$ cat src/rtl/uart_boot_loader.sv
// uart_boot_loader: receives a framed program image over UART and writes it to boot RAM
// over a valid/ready bus, holding the CPU in reset until the checksum verifies.  Rev 1.0
`default_nettype none

module uart_boot_loader #(
  parameter int CLKS_PER_BIT = 217
) (
  input  logic        clk,
  input  logic        rst,
  input  logic        rx_i,
  output logic        mem_valid_o,
  output logic [15:0] mem_addr_o,
  output logic [15:0] mem_wdata_o,
  output logic [1:0]  mem_wstrb_o,
  input  logic        mem_ready_i,
  output logic        done_o,
  output logic        error_o,
  output logic        cpu_rst_o
);

  localparam int CNT_W = $clog2(CLKS_PER_BIT + 1);
  localparam logic [CNT_W-1:0] c_bit_last  = CNT_W'(CLKS_PER_BIT - 1);
  localparam logic [CNT_W-1:0] c_half_last = CNT_W'(CLKS_PER_BIT / 2 - 1);
  localparam logic [7:0]       c_sync_byte = 8'hA5;

  typedef enum logic [1:0] {
    RX_IDLE  = 2'd0,
    RX_START = 2'd1,
    RX_DATA  = 2'd2,
    RX_STOP  = 2'd3
  } rx_state_t;

  typedef enum logic [3:0] {
    S_SYNC    = 4'd0,
    S_ADDR_H  = 4'd1,
    S_ADDR_L  = 4'd2,
    S_LEN_H   = 4'd3,
    S_LEN_L   = 4'd4,
    S_DATA_LO = 4'd5,
    S_DATA_HI = 4'd6,
    S_WRITE   = 4'd7,
    S_CHECK   = 4'd8,
    S_DONE    = 4'd9,
    S_ERROR   = 4'd10
  } state_t;

  // ---------------- UART receiver ----------------
  logic             rx_meta_q, rx_sync_q, rx_hist_q;
  rx_state_t        rx_state_q, rx_state_d;
  logic [CNT_W-1:0] cnt_q, cnt_d;
  logic [2:0]       bit_idx_q, bit_idx_d;
  logic [7:0]       shift_q, shift_d;
  logic             w_rx_done, w_frame_err, w_start_edge;

  assign w_start_edge = rx_hist_q & ~rx_sync_q;

  always_ff @(posedge clk) begin
    if (rst) begin
      rx_meta_q  <= 1'b1;
      rx_sync_q  <= 1'b1;
      rx_hist_q  <= 1'b1;
      rx_state_q <= RX_IDLE;
      cnt_q      <= '0;
      bit_idx_q  <= '0;
      shift_q    <= '0;
    end else begin
      rx_meta_q  <= rx_i;
      rx_sync_q  <= rx_meta_q;
      rx_hist_q  <= rx_sync_q;
      rx_state_q <= rx_state_d;
      cnt_q      <= cnt_d;
      bit_idx_q  <= bit_idx_d;
      shift_q    <= shift_d;
    end
  end

  always_comb begin
    rx_state_d  = rx_state_q;
    cnt_d       = cnt_q;
    bit_idx_d   = bit_idx_q;
    shift_d     = shift_q;
    w_rx_done   = 1'b0;
    w_frame_err = 1'b0;
    case (rx_state_q)
      RX_IDLE: begin
        cnt_d = '0;
        if (w_start_edge) rx_state_d = RX_START;
      end
      RX_START: begin
        if (cnt_q == c_half_last) begin
          cnt_d      = '0;
          bit_idx_d  = '0;
          // A glitch that is high again at mid-bit is not a start bit
          rx_state_d = rx_sync_q ? RX_IDLE : RX_DATA;
        end else begin
          cnt_d = cnt_q + 1'b1;
        end
      end
      RX_DATA: begin
        if (cnt_q == c_bit_last) begin
          cnt_d   = '0;
          shift_d = {rx_sync_q, shift_q[7:1]};
          if (bit_idx_q == 3'd7) rx_state_d = RX_STOP;
          else                   bit_idx_d  = bit_idx_q + 1'b1;
        end else begin
          cnt_d = cnt_q + 1'b1;
        end
      end
      RX_STOP: begin
        if (cnt_q == c_bit_last) begin
          cnt_d       = '0;
          rx_state_d  = RX_IDLE;
          w_rx_done   = rx_sync_q;
          w_frame_err = ~rx_sync_q;
        end else begin
          cnt_d = cnt_q + 1'b1;
        end
      end
      default: rx_state_d = RX_IDLE;
    endcase
  end

  // ---------------- byte buffer ----------------
  logic       buf_full_q, buf_full_d;
  logic [7:0] buf_data_q, buf_data_d;
  logic       w_consume, w_overrun;
  state_t     state_q, state_d;

  always_comb begin
    w_consume = 1'b0;
    case (state_q)
      S_SYNC, S_ADDR_H, S_ADDR_L, S_LEN_H, S_LEN_L,
      S_DATA_LO, S_DATA_HI, S_CHECK, S_DONE, S_ERROR: w_consume = buf_full_q;
      default:                                        w_consume = 1'b0;
    endcase
  end

  assign w_overrun = w_rx_done & buf_full_q & ~w_consume;

  always_comb begin
    buf_full_d = buf_full_q;
    buf_data_d = buf_data_q;
    if (w_consume) buf_full_d = 1'b0;
    if (w_rx_done) begin
      buf_full_d = 1'b1;
      buf_data_d = shift_q;
    end
  end

  always_ff @(posedge clk) begin
    if (rst) begin
      buf_full_q <= 1'b0;
      buf_data_q <= '0;
    end else begin
      buf_full_q <= buf_full_d;
      buf_data_q <= buf_data_d;
    end
  end

  // ---------------- loader FSM ----------------
  logic [7:0]  addr_h_q, addr_h_d, len_h_q, len_h_d, csum_q, csum_d;
  logic [15:0] addr_q, addr_d, rem_q, rem_d, wdata_q, wdata_d, w_rem_after;
  logic [1:0]  wstrb_q, wstrb_d;
  logic        valid_q, valid_d, done_q, done_d, error_q, error_d, cpu_rst_q, cpu_rst_d;

  assign w_rem_after = rem_q - ((wstrb_q == 2'b11) ? 16'd2 : 16'd1);

  always_comb begin
    state_d  = state_q;
    addr_h_d = addr_h_q;
    len_h_d  = len_h_q;
    csum_d   = csum_q;
    addr_d   = addr_q;
    rem_d    = rem_q;
    wdata_d  = wdata_q;
    wstrb_d  = wstrb_q;
    valid_d  = valid_q;
    case (state_q)
      S_SYNC:   if (w_consume && buf_data_q == c_sync_byte) state_d = S_ADDR_H;
      S_ADDR_H: if (w_consume) begin
        addr_h_d = buf_data_q;
        state_d  = S_ADDR_L;
      end
      S_ADDR_L: if (w_consume) begin
        if (buf_data_q[0]) begin
          state_d = S_ERROR;
        end else begin
          addr_d  = {addr_h_q, buf_data_q};
          state_d = S_LEN_H;
        end
      end
      S_LEN_H:  if (w_consume) begin
        len_h_d = buf_data_q;
        state_d = S_LEN_L;
      end
      S_LEN_L:  if (w_consume) begin
        rem_d   = {len_h_q, buf_data_q};
        state_d = ({len_h_q, buf_data_q} == 16'd0) ? S_CHECK : S_DATA_LO;
      end
      S_DATA_LO: if (w_consume) begin
        wdata_d = {8'h00, buf_data_q};
        csum_d  = csum_q + buf_data_q;
        if (rem_q == 16'd1) begin
          wstrb_d = 2'b01;
          valid_d = 1'b1;
          state_d = S_WRITE;
        end else begin
          state_d = S_DATA_HI;
        end
      end
      S_DATA_HI: if (w_consume) begin
        wdata_d = {buf_data_q, wdata_q[7:0]};
        csum_d  = csum_q + buf_data_q;
        wstrb_d = 2'b11;
        valid_d = 1'b1;
        state_d = S_WRITE;
      end
      S_WRITE: if (valid_q && mem_ready_i) begin
        // Drop valid on the completion edge so the RAM never sees a second access
        valid_d = 1'b0;
        addr_d  = addr_q + 16'd2;
        rem_d   = w_rem_after;
        state_d = (w_rem_after == 16'd0) ? S_CHECK : S_DATA_LO;
      end
      S_CHECK:  if (w_consume) state_d = (buf_data_q == csum_q) ? S_DONE : S_ERROR;
      S_DONE:   state_d = S_DONE;
      S_ERROR:  if (mem_ready_i) valid_d = 1'b0;
      default:  state_d = S_ERROR;
    endcase
    // An in-flight write keeps valid until its ready; ERROR then lets it drop
    if ((w_frame_err || w_overrun) && state_q != S_DONE) state_d = S_ERROR;
  end

  assign done_d    = done_q  | (state_d == S_DONE);
  assign error_d   = error_q | (state_d == S_ERROR);
  assign cpu_rst_d = ~done_d;

  always_ff @(posedge clk) begin
    if (rst) begin
      state_q   <= S_SYNC;
      addr_h_q  <= '0;
      len_h_q   <= '0;
      csum_q    <= '0;
      addr_q    <= '0;
      rem_q     <= '0;
      wdata_q   <= '0;
      wstrb_q   <= '0;
      valid_q   <= 1'b0;
      done_q    <= 1'b0;
      error_q   <= 1'b0;
      cpu_rst_q <= 1'b1;
    end else begin
      state_q   <= state_d;
      addr_h_q  <= addr_h_d;
      len_h_q   <= len_h_d;
      csum_q    <= csum_d;
      addr_q    <= addr_d;
      rem_q     <= rem_d;
      wdata_q   <= wdata_d;
      wstrb_q   <= wstrb_d;
      valid_q   <= valid_d;
      done_q    <= done_d;
      error_q   <= error_d;
      cpu_rst_q <= cpu_rst_d;
    end
  end

  assign mem_valid_o = valid_q;
  assign mem_addr_o  = addr_q;
  assign mem_wdata_o = wdata_q;
  assign mem_wstrb_o = wstrb_q;
  assign done_o      = done_q;
  assign error_o     = error_q;
  assign cpu_rst_o   = cpu_rst_q;

endmodule

`default_nettype wire

$ cat config.mk
export PLATFORM = sky130hd
export DESIGN_NAME = uart_boot_loader
export DESIGN_NICKNAME = d
export VERILOG_FILES = /design/src/rtl/uart_boot_loader.sv
export SDC_FILE = /design/constraint.sdc
export NUM_CORES = 1
export LEC_CHECK = 0
export ABC_AREA = 0
export CAP_MARGIN = 20
export CORE_UTILIZATION = 25
export CTS_CLUSTER_SIZE = 25
export DETAILED_ROUTE_END_ITERATION = 7
export SYNTH_ARGS = -nofsm -noshare
export SYNTH_HDL_FRONTEND = slang
export SYNTH_SLANG_ARGS = --single-unit
$ cat constraint.sdc
create_clock -name clk -period 3.3 [get_ports clk]
set_input_delay 0.66 -clock clk [delete_from_list [all_inputs] [get_ports clk]]
set_output_delay 0.66 -clock clk [all_outputs]
set_load 0.05 [all_outputs]
==> impl_metrics.ini, run 1 <==
[drt]
antenna_left = 0
wl_mm = 15.5
viasPerCell = 4.90
wl_per_cell_um = 14.4
drc_errors = 0
first_pass_iters = 5
drt_iter0_markers = 511
vias = 5276

[layout]
area_growth_pct = 21.7
diodes = 0
fin_nets = 772
drive_gt1_frac = 0.0813
n_fill_cell = 2478

[clock_network]
clockBufferDepth = 2
postCtsSetupBuffers = 0
clk_pin_slew_ns = 0.05
numCtsBuffers = 17
clockRootBuffer = clkbuf_16
clock_latency_ns = 0.41
cts_resized = 0
cts.sinks = 114
hold_buffers = 0
cts_max_level = 4
cts_tree = yes

[placed_design]
dp_worst_setup_slack_ns = 0.302
gp_congestion = 0.878
hpwl_mm = 10.4
port_buffers = 40

[power]
p_per_area_nw_per_um2 = 446
p_leak_nw = 2.50
power_frac_clock = 0.553
p_int_mw = 2.53
p_sw_uw = 662
swShare = 0.208
ir_drop_v = 0.000347
power_mw = 3.19
comb_power_share = 0.013
seqPwrFrac = 0.434

[sta]
fin_skew_ns = 0.00996
layout_min_cycle_time_ns = 3.05
tightest_slew_ns = 0.815
setup_viol = 0
max_slew_margin = 0.454
rsz0062_at_grt = false
max_clock_freq_mhz = 328
setup_ws_ns = 0.251
holdWs_ns = 0.411
finalSetupTns_ns = 0
final_max_slew_viol_count = 0
fin_crit_sh = 0.924
hold_violations = 0

[floorplan]
fp.dieW_um = 155
coreArea_um2 = 22800
start_util = 0.257
io_pins = 42
die-area_um2 = 24100
die_h_um = 155
rows = 55

[worst_setup_path]
endpoint_kind = register
crit_chain = nand2_1 -> ha_1 -> inv_1 -> fa_1 -> or3_1 -> nor2_1 -> a32oi_1 -> o31a_1 -> o31a_1 -> o31a_1 -> and2_1
crit_arrival_ns = 3.35
critPathMaxStageDelay_ns = 0.47
cp_top_family = simple AND/OR/NAND/NOR gates
worst_path_max_delay_cell = or3_1
path_class = reg2reg
cp.buffers_inverters = 1
cp_data_required_time_ns = 3.61
path_common_cell = o31a_1
setup.worst_path.start_class = register
crit_fanout = 6

[synth]
synth_top_cell_area_share = 0.388
syn_avg_cell_area_um2 = 8.04
async_reset_ff_frac = 0
synth_cell_types = 60
synth_nets = 751
yosysSeqAreaShare = 0.388
synth_top_area_cell = dfxtp_1
synth.most_common_cell = nor2_1
synth_edf_count = 0
ys_top_cells_by_area = dfxtp_1, nor2_1, mux2i_1
yosys_warnings = 0
ys_ff_latch = 114
yosys-top-cells-count = nor2_1, dfxtp_1, nand2_1
synth_cells = 731
syn-cell-area_um2 = 5880
synth_ff_type = dfxtp_1

[hold_path]
hp-class = reg2reg

[global_routing]
track_usage = 0.132
grt_pass1_wl_mm = 25.4
grt_antenna_before_repair = 0
grt_overflow_total = 0
grt_pass1_vias = 4756
grt_max_degree = 68

[flow_run]
maxCapViolCount = 0

[run_status]
status = finished, final reports clean
[final timing paths]
check                           cells after the start   endpoint  slack, ns      startpoint
worst min register to register                      1  rx_sync_q       0.41       rx_meta_q
worst max-delay path                               11     done_o       0.25  mem_wstrb_o[1]
worst min-delay path                                1  rx_sync_q       0.41       rx_meta_q
worst max register to register                     11     done_o       0.25  mem_wstrb_o[1]
[cell type report]
cell class | instances | area [um^2] | share of cell area
clock buffer | 20 | 457 | 0.0638
inverter | 18 | 67.6 | 0.00944
timing repair buffer | 56 | 531 | 0.0742
multi-input combinational | 545 | 3310 | 0.463
sequential | 114 | 2280 | 0.319
tap | 313 | 392 | 0.0547
clock inverter | 10 | 111 | 0.0156
[flip-flops by register name (all words and copies together) (netlist names), 4 cells and up]
| signal | flops |
|---|---|
| mem_wdata_o | 16 |
| rem_q | 16 |
| mem_addr_o | 15 |
| addr_h_q | 8 |
| buf_data_q | 8 |
| cnt_q | 8 |
| csum_q | 8 |
| len_h_q | 8 |
| shift_q | 8 |
| state_q | 4 |
[worst register-to-register path: cells and delay by family (launching register included)]
family                     cells  cell delay, ns
buffers and inverters          1            0.05
AOI/OAI and AO/OA              4            0.89
and+or+nand+nor                4            1.04
adders and majority gates      2            0.63
DFF                            1            0.32
[power by group through the flow]
stage          clock network [mW]  logic [mW]  registers, mW
2_1_floorplan                   0      0.0317           1.41
3_3_place_gp                    0      0.0433           1.41
3_5_place_dp                    0      0.0430           1.41
4_1_cts                      1.80      0.0432           1.38
5_1_grt                      1.86      0.0472           1.38
6_report                     1.76      0.0424           1.38
[kinds of logic after synthesis]
| group | after synthesis | synth area share |
|---|---|---|
| compound gates | 167 | 0.183 |
| xor+xnor | 17 | 0.0253 |
| mux | 40 | 0.0681 |
| simple gates | 304 | 0.249 |
| buf+inv | 72 | 0.0494 |
| other cells | 1 | 0.000638 |
| flops | 114 | 0.388 |
| fa+ha+maj | 16 | 0.0366 |
[layer usage]
| metal | GRT usage | part of all wire | vias up |
|---|---|---|---|
| li1 | - | - | 2636 |
| met3 | 0.0301 | 0.047 | 12 |
| met4 | 0.0392 | 0.012 | 0 |
| met5 | 0 | 0 | - |
| met2 | 0.197 | 0.43 | 132 |
| met1 | 0.188 | 0.51 | 2496 |
[per-stage QoR]
stage	instance area, um^2	cells	util
detailed placement	6590	1046	0.288
floorplan	5880	731	-
global route	7150	1076	0.313
finish	7150	1076	0.313
global placement	6590	1046	0.288
CTS	7150	1076	0.313
[cells in the final DEF (no fill, tap or decap), types with 9 or more instances in the layout]
cell,synthesis,final
nor2b_1,9,9
a22oi_1,19,19
nor4_1,14,14
mux2i_1,40,40
nor2_1,118,117
dfxtp_1,114,114
clkbuf_16,0,17
clkdlybuf4s50_1,0,39
nand3_1,23,23
nand2_1,59,59
a211oi_1,10,10
inv_1,18,18
nor3_1,22,22
xor2_1,9,9
ha_1,14,14
a21oi_1,44,44
nand2b_1,9,9
buf_4,1,16
o21ai_0,47,47
Note: power is estimated with default switching activity, not from simulation.
==> inputs of run 2 (changes only) <==
--- a/config.mk
+++ b/config.mk
@@ -8,8 +8,9 @@
 export ABC_AREA = 0
 export CAP_MARGIN = 20
 export CORE_UTILIZATION = 25
-export CTS_CLUSTER_SIZE = 25
+export CTS_CLUSTER_SIZE = 8
 export DETAILED_ROUTE_END_ITERATION = 7
+export MAX_ROUTING_LAYER = met4
 export SYNTH_ARGS = -nofsm -noshare
 export SYNTH_HDL_FRONTEND = slang
 export SYNTH_SLANG_ARGS = --single-unit
==> run 2 against run 1 <==
Net effect: combinational power rose by 0.9%; setup slack got worse by 0.00073 ns; hold slack barely moved; critical path type unchanged; largest cell class unchanged; sequential share of layout area did not move; largest power group unchanged; cell count did not move; die area did not move; power barely moved; fmax barely moved; core utilization did not move; clock skew barely moved.
==> impl_metrics.ini, run 2 (synthesis results as in run 1) <==
[run_status]
status = finished, final reports clean

[clock_network]
clockRootBuffer = clkbuf_16
postCtsSetupBuffers = 0
hold_buffers = 0
cts_resized = 0
cts_tree = yes
clock_latency_ns = 0.42
cts.sinks = 114
cts_max_level = 4
clk_pin_slew_ns = 0.05
numCtsBuffers = 17
clockBufferDepth = 2

[layout]
fin_nets = 772
n_fill_cell = 2478
diodes = 0
layout_commonest_cell = nor2_1
final_cell_mix = nor2_1, dfxtp_1, nand2_1
drive_gt1_frac = 0.0813
area_growth_pct = 21.7

[floorplan]
coreArea_um2 = 22800
start_util = 0.257
die_h_um = 155
die-area_um2 = 24100
rows = 55
fp.dieW_um = 155
io_pins = 42

[sta]
setup_viol = 0
max_slew_margin = 0.446
final_max_slew_viol_count = 0
fin_skew_ns = 0.00985
rsz0062_at_grt = false
finalSetupTns_ns = 0
hold_violations = 0
layout_min_cycle_time_ns = 3.05
tightest_slew_ns = 0.826
fin_crit_sh = 0.924
max_clock_freq_mhz = 328

[worst_setup_path]
cp_data_required_time_ns = 3.61
crit_fanout = 6
endpoint_kind = register
path_class = reg2reg
crit_arrival_ns = 3.36
setup.worst_path.start_class = register
r2r_slack_ns = 0.25

[placed_design]
gp_congestion = 0.893
hpwl_mm = 10.4
port_buffers = 40

[drt]
first_pass_iters = 5
drt_iter0_markers = 499
wl_per_cell_um = 14.4
viasPerCell = 4.92
wl_mm = 15.5
drc_errors = 0
vias = 5294
antenna_left = 0

[power]
ir_drop_v = 0.000351
p_int_mw = 2.53
p_leak_nw = 2.50
p_per_area_nw_per_um2 = 446
swShare = 0.208
comb_power_share = 0.013
power_mw = 3.19
power_frac_clock = 0.553
p_sw_uw = 664
seqPwrFrac = 0.434

[global_routing]
grt_pass1_vias = 4757
track_usage = 0.137
grt_overflow_total = 0
grt_antenna_before_repair = 0
grt_pass1_wl_mm = 25.4
grt_max_degree = 68

[flow_run]
maxCapViolCount = 0

[hold_path]
hp-class = reg2reg
-- run 2: critical path, cell delays in order, from the launching register on --
cell and delay, ns:
dfxtp_1 0.32, nand2_1 0.14, ha_1 0.18, inv_1 0.05, fa_1 0.46, or3_1 0.47
nor2_1 0.28, a32oi_1 0.12, o31a_1 0.16, o31a_1 0.32, o31a_1 0.29, and2_1 0.15
-- run 2: final cells by class --
class                   instances  area [um^2]  area share
multi-input cells             545         3310       0.463
clock inverters                10          111      0.0156
inverters                      18         67.6     0.00944
clock buffers                  20          457      0.0638
flip-flops and latches        114         2280       0.319
repair buffers                 56          531      0.0742
well taps                     313          392      0.0547
-- run 2: worst paths after layout --
check	startpoint	end	depth (start not counted)
hold / removal	rx_meta_q	rx_sync_q	1
hold reg to reg	rx_meta_q	rx_sync_q	1
setup reg to reg	mem_wstrb_o[1]	done_o	11
setup / recovery	mem_wstrb_o[1]	done_o	11
-- run 2: per-layer routing --
| layer | vias to the layer above | part of all wire | global-route usage |
|---|---|---|---|
| li1 | 2642 | - | - |
| met1 | 2518 | 0.51 | 0.189 |
| met2 | 121 | 0.43 | 0.197 |
| met3 | 13 | 0.046 | 0.0315 |
| met4 | 0 | 0.012 | 0.0378 |
| met5 | - | 0 | - |
-- run 2: stage by stage --
stage,cell area (um^2),utilization,worst slack (ns),cells,hold slack (ns)
6_report,7150,0.313,0.251,1076,0.410
5_1_grt,7150,0.313,0.135,1076,0.425
4_1_cts,7150,0.313,0.282,1076,0.415
3_5_place_dp,6590,0.288,0.302,1046,0.399
3_3_place_gp,6590,0.288,0.351,1046,0.397
2_1_floorplan,5880,-,0.272,731,0.389
-- run 2: power by group through the flow --
stage               registers, mW  clock network [mW]  logic, mW
floorplan                    1.41                   0     0.0317
global placement             1.41                   0     0.0433
detailed placement           1.41                   0     0.0430
CTS                          1.38                1.80     0.0432
global route                 1.38                1.86     0.0472
finish                       1.38                1.76     0.0428
